File: src/rtl/game_pkg.sv
// game_pkg: shared encodings and defaults for the player hit path
package game_pkg;
    typedef enum logic [1:0] {S_IDLE, S_ARMED, S_IMMUNE, S_DEAD} state_t;
    localparam int HP_W = 4;
    localparam int HP_MAX_DEF = 5;
    localparam int ONE_SEC_CYCLES = 108000000;
endpackage

File: src/rtl/rr_arbiter.sv
// rr_arbiter: combinational round-robin pick of the first request after ptr
module rr_arbiter #(
    parameter int N = 4
) (
    input  logic [N-1:0]         req,
    input  logic [$clog2(N)-1:0] ptr,
    output logic                 grant_valid,
    output logic [$clog2(N)-1:0] grant_idx
);
    localparam int IW = $clog2(N);
    int k;
    // Scan farthest-to-nearest so the nearest request after ptr wins
    always_comb begin
        grant_valid = 1'b0;
        grant_idx = '0;
        k = 0;
        for (int i = N; i >= 1; i--) begin
            k = (int'(ptr) + i) % N;
            if (req[k[IW-1:0]]) begin
                grant_valid = 1'b1;
                grant_idx = k[IW-1:0];
            end
        end
    end
endmodule

File: src/rtl/damage_scheduler.sv
// damage_scheduler: buffers collision hits, grants one per arbitration, tracks HP and immunity
module damage_scheduler
    import game_pkg::*;
#(
    parameter int N_SRC = 4,
    parameter int HP_MAX = HP_MAX_DEF,
    parameter int IMMUNE_CYCLES = ONE_SEC_CYCLES
) (
    input  logic                     pclk,
    input  logic                     rst,
    input  logic                     start_in,
    input  logic [N_SRC-1:0]         damage_in,
    output logic [HP_W-1:0]          hp_out,
    output logic                     hit_out,
    output logic [$clog2(N_SRC)-1:0] src_out,
    output logic                     immune_out,
    output logic                     game_over_out
);
    localparam int SW = $clog2(N_SRC);
    localparam int CW = $clog2(IMMUNE_CYCLES);
    state_t state;
    logic [N_SRC-1:0] pending;
    logic [CW-1:0] cnt;
    logic [SW-1:0] ptr;
    logic grant_valid;
    logic [SW-1:0] grant_idx;
    rr_arbiter #(.N(N_SRC)) u_arb (
        .req(pending),
        .ptr(ptr),
        .grant_valid(grant_valid),
        .grant_idx(grant_idx)
    );
    always_ff @(posedge pclk) begin
        hit_out <= 1'b0;
        if (rst) begin
            state <= S_IDLE;
            hp_out <= HP_W'(HP_MAX);
            src_out <= '0;
            immune_out <= 1'b0;
            game_over_out <= 1'b0;
            pending <= '0;
            cnt <= '0;
            ptr <= SW'(N_SRC - 1);
        end else if (start_in) begin
            state <= S_ARMED;
            hp_out <= HP_W'(HP_MAX);
            pending <= '0;
            cnt <= '0;
            immune_out <= 1'b0;
            game_over_out <= 1'b0;
        end else begin
            case (state)
                S_ARMED: begin
                    // Grant cycle discards everything, including same-cycle pulses
                    if (grant_valid) begin
                        ptr <= grant_idx;
                        src_out <= grant_idx;
                        hit_out <= 1'b1;
                        hp_out <= (hp_out == '0) ? '0 : hp_out - 1'b1;
                        pending <= '0;
                        cnt <= '0;
                        state <= (hp_out > HP_W'(1)) ? S_IMMUNE : S_DEAD;
                        immune_out <= hp_out > HP_W'(1);
                        game_over_out <= hp_out <= HP_W'(1);
                    end else begin
                        pending <= pending | damage_in;
                    end
                end
                S_IMMUNE: begin
                    if (cnt == CW'(IMMUNE_CYCLES - 1)) begin
                        cnt <= '0;
                        state <= S_ARMED;
                        immune_out <= 1'b0;
                    end else begin
                        cnt <= cnt + 1'b1;
                    end
                end
                default: ;
            endcase
        end
    end
endmodule

File: config.mk
export PLATFORM = sky130hd
export DESIGN_NAME = damage_scheduler
export DESIGN_NICKNAME = d
export VERILOG_FILES = /design/src/rtl/game_pkg.sv /design/src/rtl/rr_arbiter.sv /design/src/rtl/damage_scheduler.sv
export SDC_FILE = /design/constraint.sdc
export NUM_CORES = 1
export LEC_CHECK = 0
export CAP_MARGIN = 20
export CORE_MARGIN = 1.5
export CORE_UTILIZATION = 40
export DETAILED_ROUTE_END_ITERATION = 10
export PLACE_DENSITY_LB_ADDON = 0.15
export SYNTH_ARGS = -nofsm -noshare
export SYNTH_HDL_FRONTEND = slang
export SYNTH_SLANG_ARGS = --single-unit
File: constraint.sdc
create_clock -name pclk -period 2.4 [get_ports pclk]
set_input_delay 0.48 -clock pclk [delete_from_list [all_inputs] [get_ports pclk]]
set_output_delay 0.48 -clock pclk [all_outputs]
set_load 0.05 [all_outputs]
==> impl_metrics.py <==
metrics = {
    "power_and_ir_drop": {
        "design_power_total_mw": 1.344,
        "power.density_nw_per_um2": 524.9,
        "ir_drop_uv": 220.1,
        "leakagePower_nw": 0.8332,
    },
    "cells_and_area": {
        "antennaDiodeCount": 0,
        "syn2layout_area_growth_pct": 18.95,
        "final_common_cell": "dfxtp_1",
        "layout_common_cells": "44 x dfxtp_1, 31 x nor2_1, 21 x a21oi_1",
        "drive_gt1_share_pct": 10.31,
        "finalNetCount": 299,
    },
    "synth": {
        "yosys_warnings": 0,
        "ys_seq_elements": 44,
        "ys_seq_area_share_pct": 40.93,
        "async_reset_ff_share_pct": 0,
        "yosysTopAreaCell": "dfxtp_1",
        "synth_nets": 271,
        "synth_cells": 263,
        "synth_edf_count": 0,
        "synth_flop_cell": "dfxtp_1",
        "yosys.area.top_type_share_pct": 40.93,
        "syn_area_um2": 2152,
        "synth.area.top_cells": "dfxtp_1 41%, nor2_1 5.4%, a21oi_1 4.9%, o21ai_0 4.0%, nand2_1 3.5%",
        "yosysUniqueCellTypes": 49,
        "synth_area_per_cell_um2": 8.183,
    },
    "die": {
        "rows": 26,
        "dieArea_um2": 5829,
        "die_x_um": 76.35,
        "start_util_pct": 41.87,
        "die_h_um": 76.35,
        "core_um2": 5140,
        "num_io_pins": 16,
    },
    "sta": {
        "slew_viol_final": 0,
        "setup_viol": 0,
        "layout_min_cycle_time_ns": 2.270,
        "relSlewSlack_pct": 32.76,
        "worstMarginPinSlew_ns": 1.003,
        "rsz0062_at_grt": "false",
        "whs_ns": 0.4680,
        "finalWorstSetupSlack_ns": 0.1298,
        "hold_violations": 0,
        "min_period_over_period_pct": 94.59,
        "skew_ns": 0.008349,
        "fmax_mhz": 440.5,
    },
    "detailed_routing": {
        "via_per_inst": 5.454,
        "drtIter0Drc": 105,
        "drtPass1Iterations": 4,
        "wl_per_cell_um": 13.45,
        "ant_nets": 0,
        "num_vias": 1969,
        "drt_wl_total_um": 4856,
        "drc_errors": 0,
    },
    "place": {
        "portBuffers": 15,
        "hpwl_um": 3582,
        "place_ws_ns": -0.05190,
        "gp_congestion": 0.7931,
    },
    "cts": {
        "cts_hold_buf": 0,
        "cts.htree.levels": 2,
        "clkTransAtPathRegs_ns": 0.08,
        "cts_made_buffers": 5,
        "cts_resized": 0,
        "clk_path_buf_depth": 2,
        "cts_post_setup_buffers_inserted": 0,
        "cts.sinks": 44,
        "root_buffer": "clkbuf_8",
        "clock_latency_ns": 0.30,
        "cts_tree": "yes",
    },
    "min_path": {
        "hp-class": "flip-flop to flip-flop",
        "min_from": "immune_out",
    },
    "grt": {
        "grt_pass1_wl_um": 8645,
        "grt_overflow": 0,
        "antenna_found_initial": 0,
        "grt_max_degree": 13,
        "grt_pass1_vias": 1807,
        "globalRouteTotalUtil_pct": 18.20,
    },
    "critical_path": {
        "arrival_ns": 2.47,
        "worstSetupStartpointType": "flip-flop",
        "required_ns": 2.60,
        "rr_startpoint": "cnt[10]",
        "critPathKind": "flip-flop to flip-flop",
        "endpoint_kind": "flip-flop",
        "cp_max_fo": 12,
        "crit_path_start": "cnt[10]",
    },
    "run": {
        "drv_cap": 0,
    },
    "run_status": {
        "outcome": "finished clean",
    },
}
-- worst max-delay path: stages (launching register included) --
cell	delay, ns
dfxtp_1	0.35
or4b_2	0.72
nor4_4	0.34
a211o_1	0.42
o22ai_1	0.14
a21o_1	0.19
-- state kept, by name (all words and copies together), names as in the netlist --
name and cells:
hp_out 4, ptr 2, src_out 2, hit_out 1
game_over_out 1, immune_out 1, state 2, cnt 27
pending 4
-- synth_stat cells, types with 3 or more instances --
cell and instances:
dfxtp_1 44, clkbuf_1 7, o21ai_0 17, nand4_1 10, nor4_1 8, or3_1 6, a211oi_1 5, nor2_1 31
mux2i_1 3, nand2_1 20, xor2_1 8, a21oi_1 21, nand3_1 10, xnor2_1 7, inv_1 14, or4_1 4
nor3_1 8
-- metrics by stage --
stage | setup TNS [ns] | std cells | area (µm²) | util (%)
finish | 0 | 361 | 2560 | 49.81
global route | 0 | 361 | 2560 | 49.81
CTS | 0 | 361 | 2560 | 49.81
detailed placement | -0.2301 | 354 | 2464 | 47.93
global placement | -0.04401 | 354 | 2464 | 47.93
floorplan | 0 | 263 | 2152 | -
-- kinds of logic (layout without fill, tap and decap cells) --
kind of cell / Yosys count / in the layout / synth area share, %
and+or+nand+nor: 116 / 116 / 29.30
buffers and inverters: 22 / 50 / 3.895
xor gates and xnor gates: 15 / 15 / 6.105
muxes: 3 / 3 / 1.395
adders and majority gates: 1 / 1 / 0.5813
AOI/OAI and AO/OA: 62 / 62 / 17.79
DFF: 44 / 44 / 40.93
-- per-layer routing --
layer  global-route usage [%]  up-vias  wire length [µm]
met4                    6.111        0                72
li1                         -     1023                 -
met5                        0        -                 0
met3                    3.593        7               141
met2                    29.46       28              2241
met1                    24.24      911              2401
-- path summary, 6_finish.rpt --
check	endpoint	slack, ns	depth (start not counted)
worst max-delay path	cnt[16]	0.13	5
worst max register to register	cnt[16]	0.13	5
worst min-delay path	immune_out	0.47	2
worst min register to register	immune_out	0.47	2
-- report_power, final --
group          internal (mW)  leakage [nW]  switching (mW)
combinational         0.0436         0.428          0.0526
sequential             0.736         0.355         0.00825
clock                  0.257        0.0503           0.247
total                   1.04         0.833           0.308
-- area by class of cell --
cell class                 count  area, µm²
fill                         546       2580
multi-input combinational    197       1187
sequential                    44      880.8
timing repair buffer          29      255.2
clock buffer                   7      96.34
tap                           70      87.58
inverter                      14      52.55
No activity file was read; power rests on OpenSTA's default activity.
